`src/rtl/t06_sound_arbiter_if.sv`:
```
// Request/status bundle between the game logic and the sound arbiter.
// The master side raises requests; the slave (arbiter) reports the selected sound and timing.
interface t06_sound_arbiter_if;
    logic       enable;
    logic       music_en;
    logic       good_req;
    logic       bad_req;
    logic       over_req;
    logic [2:0] sound_sel;
    logic       tick_o;
    logic       busy;
    logic       done_o;

    modport master (
        output enable, music_en, good_req, bad_req, over_req,
        input  sound_sel, tick_o, busy, done_o
    );

    modport slave (
        input  enable, music_en, good_req, bad_req, over_req,
        output sound_sel, tick_o, busy, done_o
    );
endinterface

```
`src/rtl/t06_sound_arbiter.sv`:
```
// Arbitrates music and collision/game-over effects onto the single tone sequencer path.
// Effects are timed in prescaler ticks; priority is OVER > BAD > GOOD > MUSIC.
module t06_sound_arbiter #(
    parameter int unsigned TICK_DIV   = 50000,
    parameter int unsigned GOOD_TICKS = 31,
    parameter int unsigned BAD_TICKS  = 31,
    parameter int unsigned OVER_TICKS = 96,
    parameter int unsigned CNT_W      = 19
) (
    input  logic               clk,
    input  logic               nrst,
    t06_sound_arbiter_if.slave bus
);

    localparam logic [2:0] S_IDLE  = 3'd0;
    localparam logic [2:0] S_MUSIC = 3'd1;
    localparam logic [2:0] S_GOOD  = 3'd2;
    localparam logic [2:0] S_BAD   = 3'd3;
    localparam logic [2:0] S_OVER  = 3'd4;
    localparam logic [2:0] S_HALT  = 3'd5;

    localparam logic [CNT_W-1:0] TICK_LAST = CNT_W'(TICK_DIV - 1);
    localparam logic [CNT_W-1:0] GOOD_LOAD = CNT_W'(GOOD_TICKS - 1);
    localparam logic [CNT_W-1:0] BAD_LOAD  = CNT_W'(BAD_TICKS - 1);
    localparam logic [CNT_W-1:0] OVER_LOAD = CNT_W'(OVER_TICKS - 1);

    logic [2:0]       state,   state_n;
    logic [CNT_W-1:0] cnt,     cnt_n;
    logic [CNT_W-1:0] dur,     dur_n;
    logic             good_pend, good_pend_n;
    logic             bad_pend,  bad_pend_n;
    logic [2:0]       sel_q,   sel_n;
    logic             busy_q,  busy_n;
    logic             tick_c;
    logic             fin_c;
    logic             in_effect_c;

    // Tick and end-of-effect strobes decoded from the registered counters.
    assign tick_c      = bus.enable && (cnt == TICK_LAST);
    assign in_effect_c = (state == S_GOOD) || (state == S_BAD) || (state == S_OVER);
    assign fin_c       = tick_c && in_effect_c && (dur == '0);

    assign bus.tick_o    = tick_c;
    assign bus.done_o    = fin_c;
    assign bus.busy      = busy_q;
    assign bus.sound_sel = bus.enable ? sel_q : 3'd0;

    // State register.
    always_ff @(posedge clk or negedge nrst) begin
        if (!nrst) begin
            state <= S_IDLE;
        end else begin
            state <= state_n;
        end
    end

    // Prescaler, duration, pending flags and registered outputs.
    always_ff @(posedge clk or negedge nrst) begin
        if (!nrst) begin
            cnt       <= '0;
            dur       <= '0;
            good_pend <= 1'b0;
            bad_pend  <= 1'b0;
            sel_q     <= 3'd0;
            busy_q    <= 1'b0;
        end else begin
            cnt       <= cnt_n;
            dur       <= dur_n;
            good_pend <= good_pend_n;
            bad_pend  <= bad_pend_n;
            sel_q     <= sel_n;
            busy_q    <= busy_n;
        end
    end

    // Next-state, duration and pending logic.
    always_comb begin
        state_n     = state;
        cnt_n       = cnt;
        dur_n       = dur;
        good_pend_n = good_pend;
        bad_pend_n  = bad_pend;

        if (bus.enable) begin
            cnt_n = tick_c ? '0 : cnt + CNT_W'(1);
        end

        case (state)
            S_HALT: begin
                state_n = S_HALT;
            end
            S_OVER: begin
                if (bus.over_req) begin
                    dur_n = OVER_LOAD;
                end else if (fin_c) begin
                    state_n = S_HALT;
                end else if (tick_c) begin
                    dur_n = dur - CNT_W'(1);
                end
            end
            default: begin
                if (bus.over_req) begin
                    state_n     = S_OVER;
                    dur_n       = OVER_LOAD;
                    good_pend_n = 1'b0;
                    bad_pend_n  = 1'b0;
                end else if (bus.bad_req) begin
                    // Entry from below or restart of a running BAD; a coincident GOOD waits.
                    state_n    = S_BAD;
                    dur_n      = BAD_LOAD;
                    bad_pend_n = 1'b0;
                    if (bus.good_req) begin
                        good_pend_n = 1'b1;
                    end
                end else if (bus.good_req && (state != S_BAD)) begin
                    state_n     = S_GOOD;
                    dur_n       = GOOD_LOAD;
                    good_pend_n = 1'b0;
                end else begin
                    if (bus.good_req) begin
                        good_pend_n = 1'b1;
                    end
                    if ((state == S_GOOD) || (state == S_BAD)) begin
                        if (fin_c) begin
                            if (bad_pend) begin
                                state_n    = S_BAD;
                                dur_n      = BAD_LOAD;
                                bad_pend_n = 1'b0;
                            end else if (good_pend_n) begin
                                state_n     = S_GOOD;
                                dur_n       = GOOD_LOAD;
                                good_pend_n = 1'b0;
                            end else begin
                                state_n = bus.music_en ? S_MUSIC : S_IDLE;
                            end
                        end else if (tick_c) begin
                            dur_n = dur - CNT_W'(1);
                        end
                    end else begin
                        state_n = bus.music_en ? S_MUSIC : S_IDLE;
                    end
                end
            end
        endcase

        sel_n  = (state_n == S_HALT) ? 3'd0 : state_n;
        busy_n = (state_n == S_GOOD) || (state_n == S_BAD) ||
                 (state_n == S_OVER) || (state_n == S_HALT);
    end

endmodule

```
`src/flat_wrapper.sv`:
```
// flat-port wrapper written by rule: the top's interface ports become plain ports
module t06_sound_arbiter_flat 
#(
    parameter int unsigned TICK_DIV   = 50000,
    parameter int unsigned GOOD_TICKS = 31,
    parameter int unsigned BAD_TICKS  = 31,
    parameter int unsigned OVER_TICKS = 96,
    parameter int unsigned CNT_W      = 19
)
  (clk, nrst, bus_enable, bus_music_en, bus_good_req, bus_bad_req, bus_over_req, bus_sound_sel, bus_tick_o, bus_busy, bus_done_o);
  t06_sound_arbiter_if bus_i ();
  input  logic clk;
  input  logic nrst;
  input wire logic [$bits(bus_i.enable)-1:0] bus_enable;
  input wire logic [$bits(bus_i.music_en)-1:0] bus_music_en;
  input wire logic [$bits(bus_i.good_req)-1:0] bus_good_req;
  input wire logic [$bits(bus_i.bad_req)-1:0] bus_bad_req;
  input wire logic [$bits(bus_i.over_req)-1:0] bus_over_req;
  output wire logic [$bits(bus_i.sound_sel)-1:0] bus_sound_sel;
  output wire logic [$bits(bus_i.tick_o)-1:0] bus_tick_o;
  output wire logic [$bits(bus_i.busy)-1:0] bus_busy;
  output wire logic [$bits(bus_i.done_o)-1:0] bus_done_o;
  assign bus_i.enable = bus_enable;
  assign bus_i.music_en = bus_music_en;
  assign bus_i.good_req = bus_good_req;
  assign bus_i.bad_req = bus_bad_req;
  assign bus_i.over_req = bus_over_req;
  assign bus_sound_sel = bus_i.sound_sel;
  assign bus_tick_o = bus_i.tick_o;
  assign bus_busy = bus_i.busy;
  assign bus_done_o = bus_i.done_o;
  t06_sound_arbiter #(.TICK_DIV(TICK_DIV), .GOOD_TICKS(GOOD_TICKS), .BAD_TICKS(BAD_TICKS), .OVER_TICKS(OVER_TICKS), .CNT_W(CNT_W)) u_core (.clk(clk), .nrst(nrst), .bus(bus_i));
endmodule
```
`config.mk`:
```
export PLATFORM = sky130hd
export DESIGN_NAME = t06_sound_arbiter_flat
export DESIGN_NICKNAME = d
export VERILOG_FILES = /design/src/rtl/t06_sound_arbiter_if.sv /design/src/rtl/t06_sound_arbiter.sv /design/src/flat_wrapper.sv
export SDC_FILE = /design/constraint.sdc
export NUM_CORES = 1
export LEC_CHECK = 0
export ABC_AREA = 1
export BUFFER_PORTS_ARGS = -buffer_cell sky130_fd_sc_hd__buf_2
export CAP_MARGIN = 20
export CORE_UTILIZATION = 45
export CTS_CLUSTER_SIZE = 10
export DETAILED_ROUTE_END_ITERATION = 8
export SYNTH_ARGS = -nofsm -noshare
export SYNTH_HDL_FRONTEND = slang
export SYNTH_SLANG_ARGS = --single-unit
```
`constraint.sdc`:
```
create_clock -name clk -period 6.04 [get_ports clk]
set_clock_uncertainty 0.2 [all_clocks]
set_input_delay 0.302 -clock clk [delete_from_list [all_inputs] [get_ports clk]]
set_output_delay 0.302 -clock clk [all_outputs]
set_load 0.01 [all_outputs]
```
==> parameters.txt <==
Parameter                              Value

Floorplan
  Die X    82.56 um
  Placeable core region    6096 um^2
  Count of standard-cell rows    28
  I/O pin count    13
  Initial Utilization    47.91%
  Area enclosed by the die boundary    6815 um^2
  Vert. Die Dim    82.56 um

Synthesis
  Largest family of logic cells by synthesized area    simple AND/OR/NAND/NOR gates
  Xor-xnor portion of the synthesized cell area    1.799%
  Simple-Gate Fraction of Synth Area    39.59%
  Yosys top cell area share    39.42%
  Top cells by instance count after synthesis    sky130_fd_sc_hd__nand2_1 (79), sky130_fd_sc_hd__nor2_1 (64), sky130_fd_sc_hd__inv_1 (57)
  Cell area after synthesis    2920 um^2
  Compound-Gate Fraction of Synth Area    8.612%
  Cell count after synthesis    397
  Synth unique cells    35
  Ranking of synthesized cells by area    sky130_fd_sc_hd__dfrtp_1 (39%), sky130_fd_sc_hd__nand2_1 (10%), sky130_fd_sc_hd__nor2_1 (8.2%)
  Number of register bits inferred by synthesis    46
  Async set-or-reset flop fraction in the synthesized netlist    100.0%
  Seq/Total Area, Yosys    39.42%
  Biggest area consumer among synthesized cells    sky130_fd_sc_hd__dfrtp_1
  Post-Synth Adder-Cell Area    1.285%
  Most numerous cell in the Yosys netlist    sky130_fd_sc_hd__nand2_1
  Dominant synthesized flop cell    sky130_fd_sc_hd__dfrtp_1
  Count of flip-flops with a built-in enable after synthesis    0
  Warning count from the yosys run    0
  Synthesized net count    407
  Proportion of synthesized area in mux cells    0%
  Per-instance average area after synthesis    7.356 um^2

Global routing
  Maximum number of pins on one net before global-route repair    47
  Wire length of the first global-routing pass    11.23 mm
  Global-route congestion overflow total    0
  Number of global-route vias before repair    2424
  All-Layer GR Usage    21.81%
  Number of antenna violations at the first check in global routing    0

Finish
  Number of fill cells in the layout    621
  Share of cells above drive strength 1    14.42%
  NumNets Final    425
  Number of diodes    0
  Util after Layout    51.91%
  Synth-to-layout area growth    8.355%

CTS
  Clock-pin slew of the registers on the worst-case setup and hold paths    90 ps
  Clk Latency, worst-skew pair    290 ps
  Number of clock buffers inserted by TritonCTS    5
  Root buf cell    sky130_fd_sc_hd__clkbuf_8
  Depth of the CTS H-tree    2
  Longest Clk Path Bufs    2
  Number of gates given a new drive strength after cts    0
  Number of sinks handled by clock tree synthesis    46
  TritonCTS clock tree    built

Route
  Detailed-router iteration count before antenna repair    4
  Detailed router's first-iteration violation count    101
  Average wire per standard cell    13.52 um
  Number of remaining DRC errors    0
  Detailed-route vias per instance    5.179
  Count of vias placed by the detailed router    2543
  WL final    6.640 mm
  Post-route ant nets    0

Worst setup path
  Cell-by-cell listing of the critical path    ha_1, inv_1, nor2_1, nand3_1, nor2_2, nand2_2, inv_1, buf_2
  Count of buffer and inverter cells on the critical path    3
  Startpoint kind of the worst setup timing path    flop
  R2R depth    14
  Crit path arrival time    1920 ps
  R2r setup slk    3630 ps
  Largest stage delay, worst path    440 ps
  Master of the slowest instance on the critical path    sky130_fd_sc_hd__nor2_2
  Category of the worst setup path capture point    output pin
  Cell family with the largest share of critical-path delay    simple AND/OR/NAND/NOR gates
  Largest driver fanout on the critical path    11
  Cell with the most instances on the worst path    sky130_fd_sc_hd__inv_1
  Cell count along the critical path    8
  Worst setup path class    reg2out
  Data required time at the worst endpoint    5540 ps

STA
  Pins Over Slew Limit    0
  Final hold violation count    0
  Period Utilization, post-route    40.15%
  Remaining max-slew budget at the tightest pin    55.63%
  Setup violators final    0
  Slew at the pin closest to its max-slew limit    659.5 ps
  RSZ-0062 raised after global routing    false
  Final Critical Period    2425 ps
  Fmax    412.4 MHz
  Setup Total Neg Slack    0 ps

Min path
  Number of stages on the worst hold path    5
  Class of the tightest hold or removal check    in2reg

Flow run
  Number of max-cap violations    0

Power
  Sequential share of power    47.3%
  Relative contribution of combinational cells to total power    30.5%
  Worst ir drop on vdd    0.1750 mV
  Total net switching power    310.0 uW
  Ratio of total power to cell area    260.4 nW/um^2
  Static leakage    1.575 nW
  Switching share of power    37.62%
  Internal power    514.0 uW
  Relative contribution of the clock network to total power    22.2%

Place
  Final GP Congestion    0.8746
  HPWL after DPL    5.091 mm
  Count of input and output buffers    12

Status
  Run status    complete, no violations
stage by stage:
stage                     power (mW)  setup WS (ps)  instance area, um^2  hold WS, ps  std cells
after global routing          0.8872           3396                 3164        171.1        491
after CTS                     0.8300           3603                 3127        18.18        489
after global placement        0.6448           3668                 3040        271.6        481
after floorplan               0.5885           4007                 2920       -193.6        397
after detailed placement      0.6447           3588                 3040        276.6        481
final                         0.8241           3615                 3164        147.2        491
worst register-to-register path, delay by kind of cell, from the launching register on:
family,cells,cell delay (ps)
adders and majority gates,1,210
DFF,1,410
buffers and inverters,4,240
and+or+nand+nor,9,1250
repair_timing:
| item | 4_1_cts | 5_1_grt |
|---|---|---|
| hold endpoints to repair | 0 | 22 |
| hold buffers | 0 | 1 |
| buffers inserted | 0 | 0 |
power by group through the flow:
| stage | Combinational (mW) | Clock, mW | Sequential [mW] |
|---|---|---|---|
| after global placement | 0.248 | 0 | 0.397 |
| after floorplan | 0.201 | 0 | 0.388 |
| after CTS | 0.249 | 0.191 | 0.390 |
| final | 0.251 | 0.183 | 0.390 |
| after detailed placement | 0.249 | 0 | 0.396 |
| after global routing | 0.289 | 0.202 | 0.396 |
flip-flops by register name, indices dropped and copies added, names as in the netlist:
register / flops
u_core.cnt: 19
u_core.sel_q: 3
u_core.bus.busy: 1
u_core.good_pend: 1
u_core.dur: 19
u_core.state: 3
cells in the final DEF, fill, tap and decap left out, types with 2 or more instances in the layout:
master	instances
sky130_fd_sc_hd__nor2_1	64
sky130_fd_sc_hd__nand2_2	11
sky130_fd_sc_hd__ha_1	3
sky130_fd_sc_hd__a21oi_2	2
sky130_fd_sc_hd__nand4_1	13
sky130_fd_sc_hd__nand3_2	5
sky130_fd_sc_hd__dfrtp_1	46
sky130_fd_sc_hd__buf_2	12
sky130_fd_sc_hd__inv_1	57
sky130_fd_sc_hd__nor2_2	4
sky130_fd_sc_hd__nand3_1	30
sky130_fd_sc_hd__a21oi_1	23
sky130_fd_sc_hd__o21ai_0	13
sky130_fd_sc_hd__inv_2	3
sky130_fd_sc_hd__nor2_4	6
sky130_fd_sc_hd__clkbuf_8	5
sky130_fd_sc_hd__nor4_1	2
sky130_fd_sc_hd__inv_4	2
sky130_fd_sc_hd__nor3_1	11
sky130_fd_sc_hd__xor2_1	4
sky130_fd_sc_hd__nand2_1	79
sky130_fd_sc_hd__nand2_4	2
sky130_fd_sc_hd__a31oi_1	2
sky130_fd_sc_hd__xnor2_1	2
logic make-up after synthesis:
group,after synthesis
adders and majority gates,3
and+or+nand+nor,232
AOI/OAI and AO/OA,45
buffers and inverters,65
DFF,46
xor gates and xnor gates,6
path summary, 6_finish.rpt:
path,to,start
worst max-delay path,bus_done_o,u_core.cnt[0]$_DFFE_PN0P_
worst min-delay path,u_core.sel_q[0]$_DFF_PN0_,bus_music_en
worst max register to register,u_core.dur[8]$_DFFE_PN0P_,u_core.cnt[0]$_DFFE_PN0P_
worst min register to register,u_core.good_pend$_DFFE_PN0P_,u_core.good_pend$_DFFE_PN0P_
max in group asynchronous,u_core.dur[9]$_DFFE_PN0P_,nrst
min in group asynchronous,u_core.cnt[1]$_DFFE_PN0P_,nrst
layer usage:
metal / routed length [um] / global-route usage (%) / share of wire, %
met3: 205 / 3.956 / 3.1
met2: 3110 / 36.53 / 47
met5: 0 / 0 / 0
met1: 3254 / 29.24 / 49
met4: 70 / 5.000 / 1.1
final cells by class:
class / count / area [um^2] / area share [%]
multi-input cells: 286 / 1498 / 47.33
well taps: 75 / 93.84 / 2.966
clock inverters: 2 / 13.76 / 0.4350
inverters: 62 / 237.7 / 7.513
repair buffers: 14 / 97.59 / 3.084
clock buffers: 6 / 72.57 / 2.293
flip-flops and latches: 46 / 1151 / 36.38
No activity file was read; power rests on OpenSTA's default activity.
